### config.mk
export PLATFORM = sky130hd
export DESIGN_NAME = switch_onehot_decoder
export DESIGN_NICKNAME = d
export VERILOG_FILES = /design/src/rtl/switch_onehot_decoder_pkg.sv /design/src/rtl/switch_onehot_decoder_bus_debounce.sv /design/src/rtl/switch_onehot_decoder.sv
export SDC_FILE = /design/constraint.sdc
export NUM_CORES = 1
export LEC_CHECK = 0
export BUFFER_PORTS_ARGS = -buffer_cell sky130_fd_sc_hd__buf_2
export CAP_MARGIN = 20
export CORE_MARGIN = 3
export CORE_UTILIZATION = 35
export DETAILED_ROUTE_END_ITERATION = 8
export HOLD_SLACK_MARGIN = 0.12
export PLACE_DENSITY = 0.66
export SLEW_MARGIN = 15
export SYNTH_ARGS = -nofsm -noshare
export SYNTH_HDL_FRONTEND = slang
export SYNTH_SLANG_ARGS = --single-unit
export TNS_END_PERCENT = 10
### constraint.sdc
create_clock -name clk -period 1.2 [get_ports clk]
set_input_delay 0.18 -clock clk [delete_from_list [all_inputs] [get_ports clk]]
set_output_delay 0.18 -clock clk [all_outputs]
set_load 0.02 [all_outputs]
### src/rtl/switch_onehot_decoder_pkg.sv
`default_nettype none
// +--------------------------------------------------------------------+
// | switch_onehot_decoder_pkg : shared constants, clog2 and decode fn  |
// | Rev 1.0                                                            |
// +--------------------------------------------------------------------+
package switch_onehot_decoder_pkg;

  localparam int c_MAX_IN_W  = 6;
  localparam int c_MAX_OUT_W = (1 << c_MAX_IN_W) - 1;

  // Board default: enough hold time to ride out contact bounce at the system clock.
  localparam int c_DEFAULT_DEBOUNCE_CYCLES = 16;

  function automatic int clog2(input int value);
    int r;
    int v;
    r = 0;
    v = value - 1;
    for (int i = 0; i < 32; i++) begin
      if (v > 0) begin
        r = r + 1;
        v = v >>> 1;
      end
    end
    return r;
  endfunction

  // Code 0 lights nothing; code k lights bit k-1.
  function automatic logic [c_MAX_OUT_W-1:0] dec(input logic [c_MAX_IN_W-1:0] k);
    logic [c_MAX_OUT_W-1:0] r;
    r = '0;
    if (k != '0) begin
      r = c_MAX_OUT_W'(1) << (k - c_MAX_IN_W'(1));
    end
    return r;
  endfunction

endpackage : switch_onehot_decoder_pkg
`default_nettype wire

### src/rtl/switch_onehot_decoder_bus_debounce.sv
`default_nettype none
// +--------------------------------------------------------------------+
// | bus_debounce : two-flop synchroniser plus whole-word debouncer     |
// | Rev 1.0                                                            |
// +--------------------------------------------------------------------+
module bus_debounce
  import switch_onehot_decoder_pkg::*;
#(
  parameter int W               = 2,
  parameter int DEBOUNCE_CYCLES = c_DEFAULT_DEBOUNCE_CYCLES
) (
  input  logic         clk,
  input  logic         rst_n,
  input  logic [W-1:0] din,
  output logic [W-1:0] stable
);

  localparam int                 c_CNT_W    = clog2(DEBOUNCE_CYCLES);
  localparam logic [c_CNT_W-1:0] c_CNT_LAST = c_CNT_W'(DEBOUNCE_CYCLES - 1);

  logic [W-1:0]       r_sync1;
  logic [W-1:0]       r_sync2;
  logic [W-1:0]       r_cand;
  logic [W-1:0]       r_stable;
  logic [c_CNT_W-1:0] r_cnt;

  // Any difference against the candidate restarts the hold count, so a glitch
  // landing on the accept edge wins over the old candidate.
  always_ff @(posedge clk or negedge rst_n) begin
    if (!rst_n) begin
      r_sync1  <= '0;
      r_sync2  <= '0;
      r_cand   <= '0;
      r_stable <= '0;
      r_cnt    <= '0;
    end else begin
      r_sync1 <= din;
      r_sync2 <= r_sync1;
      if (r_sync2 != r_cand) begin
        r_cand <= r_sync2;
        r_cnt  <= '0;
      end else if (r_cnt != c_CNT_LAST) begin
        r_cnt <= r_cnt + c_CNT_W'(1);
      end else begin
        r_stable <= r_cand;
      end
    end
  end

  assign stable = r_stable;

endmodule : bus_debounce
`default_nettype wire

### src/rtl/switch_onehot_decoder.sv
`default_nettype none
// +--------------------------------------------------------------------+
// | switch_onehot_decoder : debounced switch code to one-hot LED drive |
// | Rev 1.0                                                            |
// +--------------------------------------------------------------------+
module switch_onehot_decoder
  import switch_onehot_decoder_pkg::*;
#(
  parameter int IN_W            = 2,
  parameter int OUT_W           = (1 << IN_W) - 1,
  parameter int DEBOUNCE_CYCLES = c_DEFAULT_DEBOUNCE_CYCLES
) (
  input  logic             clk,
  input  logic             rst_n,
  input  logic [IN_W-1:0]  switch,
  input  logic             en,
  input  logic             lamp_test,
  output logic [OUT_W-1:0] led,
  output logic [IN_W-1:0]  code,
  output logic             changed
);

  logic [IN_W-1:0]  w_stable;
  logic [OUT_W-1:0] w_dec;
  logic [OUT_W-1:0] w_led_nxt;

  logic [IN_W-1:0]  r_code;
  logic [OUT_W-1:0] r_led;
  logic             r_changed;

  bus_debounce #(
    .W               (IN_W),
    .DEBOUNCE_CYCLES (DEBOUNCE_CYCLES)
  ) u_debounce (
    .clk    (clk),
    .rst_n  (rst_n),
    .din    (switch),
    .stable (w_stable)
  );

  assign w_dec = OUT_W'(dec(c_MAX_IN_W'(w_stable)));

  // Lamp test beats enable; neither touches the code path.
  always_comb begin
    w_led_nxt = w_dec;
    if (lamp_test) begin
      w_led_nxt = '1;
    end else if (!en) begin
      w_led_nxt = '0;
    end
  end

  always_ff @(posedge clk or negedge rst_n) begin
    if (!rst_n) begin
      r_code    <= '0;
      r_led     <= '0;
      r_changed <= 1'b0;
    end else begin
      r_code    <= w_stable;
      r_changed <= (w_stable != r_code);
      r_led     <= w_led_nxt;
    end
  end

  assign led     = r_led;
  assign code    = r_code;
  assign changed = r_changed;

endmodule : switch_onehot_decoder
`default_nettype wire

==> metrics.txt <==
fin nets 78; detailed-route vias per instance between 4 and 5; Reg clk slew, reported paths approximately 0.1 ns; post-synthesis adder-cell area fraction about 1.9%; Hold Crit Start en; dpl ws -0.0662 ns; clock sinks 18; unrepaired setup endpoints after global routing true; Total Wirelength between 1000 and 1500 µm; Hold Fails Final Rpt 0; Worst path slowest cell dfrtp_1; CP max FO 2; Mapped Nets 55; input/output buffers 11; # DRC 0; synthesized area per cell ~14 µm²; vias after detailed routing about 410; WP data arrival 1.45 ns; worst rel slew slack 74.3%; worst clock skew between 0.004 and 0.005 ns; Die Ht slightly below 50 µm; CP Launch Point u_debounce.r_sync2[1]; Simple-Gate Fraction of Synth Area a little over an eighth; post-synthesis mux area share slightly below 5%; Critical Path RT between 1 and 1.5 ns; Cells after Synth 48; GR Overflow Total 0; max cap viols 0; routability cong. about 0.66; drt pass-1 iters 2; Placement Rows 15; initial antenna violation count 0; Synth Area in Compound Gates under 10%; warnings from Yosys 0; final worst setup slack -0.0699 ns; commonest non-fill, non-tap cell in the layout dfrtp_1; Ports 12; TritonCTS buffer count 3; GR peak layer met2; # resized after CTS 0; Setup CP Type reg2reg; initial core utilization between 30% and 40%; vias in the first global route 384; maximum clock path buffer count 2; met3 GRT Util about 3.9%; Seq/Total Area, Yosys approximately two thirds; clock root buffer clkbuf_4; Synth Cell Area ~670 µm²; number of DRC markers in iteration 0 1; Yosys cell types 18; CP Cell Sequence xor2_1, nor3_2, mux2_1; Slew Viols, Final 0; Logic pwr share a little under a tenth; layout cell share with drive strength beyond 1 between 30% and 40%; Critical Path Max Stage Delay 0.40 ns; met1 global-route usage between 10 and 15%; Fmax 0.787 GHz; core area about 1800 µm²; Worst R2R Start u_debounce.r_sync2[1]; number of setup buffers added after CTS 0; WL/cell 11.0 µm; diodes inserted 0; Pint between 700 and 800 µW; Final setup viols 2; commonest non-fill, non-tap cells in the layout dfrtp_1 (18), buf_2 (11), buf_4 (5); crit path time final ~1.3 ns; Cells after DPL between 80 and 90; failing checks setup timing; met2 Use GR roughly 13%; Peak supply drop about 0.00056 V; Tot GR Track Use 10.1%; xor/xnor share of the synthesized area 6.54%; Clk pwr share 28.5%; Slew @ Worst Pin 0.386 ns; largest net degree at the start of global routing 19; switching power approximately 230 µW; Syn-to-layout area delta 27.1%; static leakage around 0.41 nW; Switching Share 22.8%; Final Cycle Share 106%; PD cells around 1200 nW/µm²; die area 2470 µm²; # H-tree levels 1; Yosys reg bits 18; Crit. End Element flip-flop; Startpoint Class flip-flop; count of non-filler cells in the finished layout 94; die width between 40 and 50 µm; register share of total power a little over three fifths; antenna viol nets, final 0; Worst Hold Class in2reg; largest family of logic cells by synthesized area simple AND/OR/NAND/NOR gates; first-pass GRT wire length 1720 µm; CTS tree done; status finished, violations left; Final HPWL DP 738 µm; clock latency on the worst-skew pair about 0.29 ns; Filler Cells Inserted around 170
==> cell usage after synthesis, drive strengths merged <==
cell type / n / area (µm²)
nor3: 3 / 30.0
mux2i: 1 / 10.0
xor2: 2 / 17.5
inv: 1 / 3.75
nand2: 3 / 11.3
nor3b: 1 / 7.51
ha: 1 / 12.5
mux2: 2 / 22.5
dfrtp: 18 / 450
a31o: 2 / 17.5
or2: 1 / 8.76
xnor2: 3 / 26.3
a31oi: 1 / 6.26
nor2: 4 / 15.0
clkbuf: 2 / 7.51
nand3: 2 / 15.0
o21bai: 1 / 7.51
==> final cells by class <==
type | instances | area (µm²) | share of cell area (%)
Sequential cell | 18 | 450 | 52.9
Multi-Input combinational cell | 27 | 210 | 24.7
Timing Repair Buffer | 20 | 133 | 15.6
Tap cell | 25 | 31.3 | 3.68
Clock buffer | 3 | 22.5 | 2.65
Inverter | 1 | 3.75 | 0.441
==> final timing paths <==
check,slack [ns],cells after the start,end
max,-0.07,3,u_debounce.stable[1]
max reg2reg,-0.07,3,u_debounce.stable[1]
min in group asynchronous,0.33,2,u_debounce.r_cnt[0]
min,0.15,3,led[1]
max in group asynchronous,0.59,2,led[2]
min reg2reg,0.36,0,u_debounce.r_sync2[0]
==> timing repair <==
| action | in CTS | in global routing |
|---|---|---|
| endpoints found under the hold margin | 23 | 0 |
| pin swaps | 1 | 0 |
| endpoints found under the setup margin | 2 | 2 |
| hold buffers | 4 | 0 |
==> cell families (layout without fill, tap and decap cells) <==
kind of cell	count (synthesis)	after routing
compound gates	4	4
flops	18	18
xor+xnor	5	5
mux	3	3
buf+inv	3	24
simple gates	14	14
fa+ha+maj	1	1
==> metal layers <==
layer	vias up	share of wire [%]
met5	-	0
met4	0	3.3
met3	4	4.2
met2	10	43
met1	194	49
li1	204	-
==> metrics by stage <==
stage | setup TNS, ns | utilization, % | cell area, µm² | hold slack, ns | total power, mW
final | -0.136 | 48.2 | 851 | 0.151 | 1.02
after global routing | -0.219 | 48.2 | 851 | 0.142 | 1.09
after CTS | -0.159 | 48.2 | 851 | 0.133 | 1.04
after detailed placement | -0.129 | 44.7 | 788 | 0.128 | 0.735
after global placement | -0.0434 | 44.7 | 788 | 0.126 | 0.732
after floorplan | -0.209 | - | 672 | -0.116 | 0.692
==> critical path, delay by kind of cell (launching register included) <==
| family | cells | cell delay (ns) |
|---|---|---|
| multiplexers | 1 | 0.34 |
| XOR/XNOR | 1 | 0.18 |
| AND/OR/NAND/NOR | 1 | 0.23 |
| flip-flops | 1 | 0.40 |
==> power groups by stage <==
stage	Sequential, mW	Clock [mW]	Combinational, mW
floorplan	0.658	0	0.0340
global placement	0.649	0	0.0827
detailed placement	0.650	0	0.0848
CTS	0.638	0.311	0.0948
global route	0.640	0.343	0.104
finish	0.638	0.291	0.0928
==> flip-flops by register name, indices dropped and copies added (netlist names) <==
register	count
led	3
u_debounce.r_sync1	2
code	2
u_debounce.stable	2
u_debounce.r_cand	2
u_debounce.r_sync2	2
u_debounce.r_cnt	4
changed	1
(Power assumes the default switching activity.)
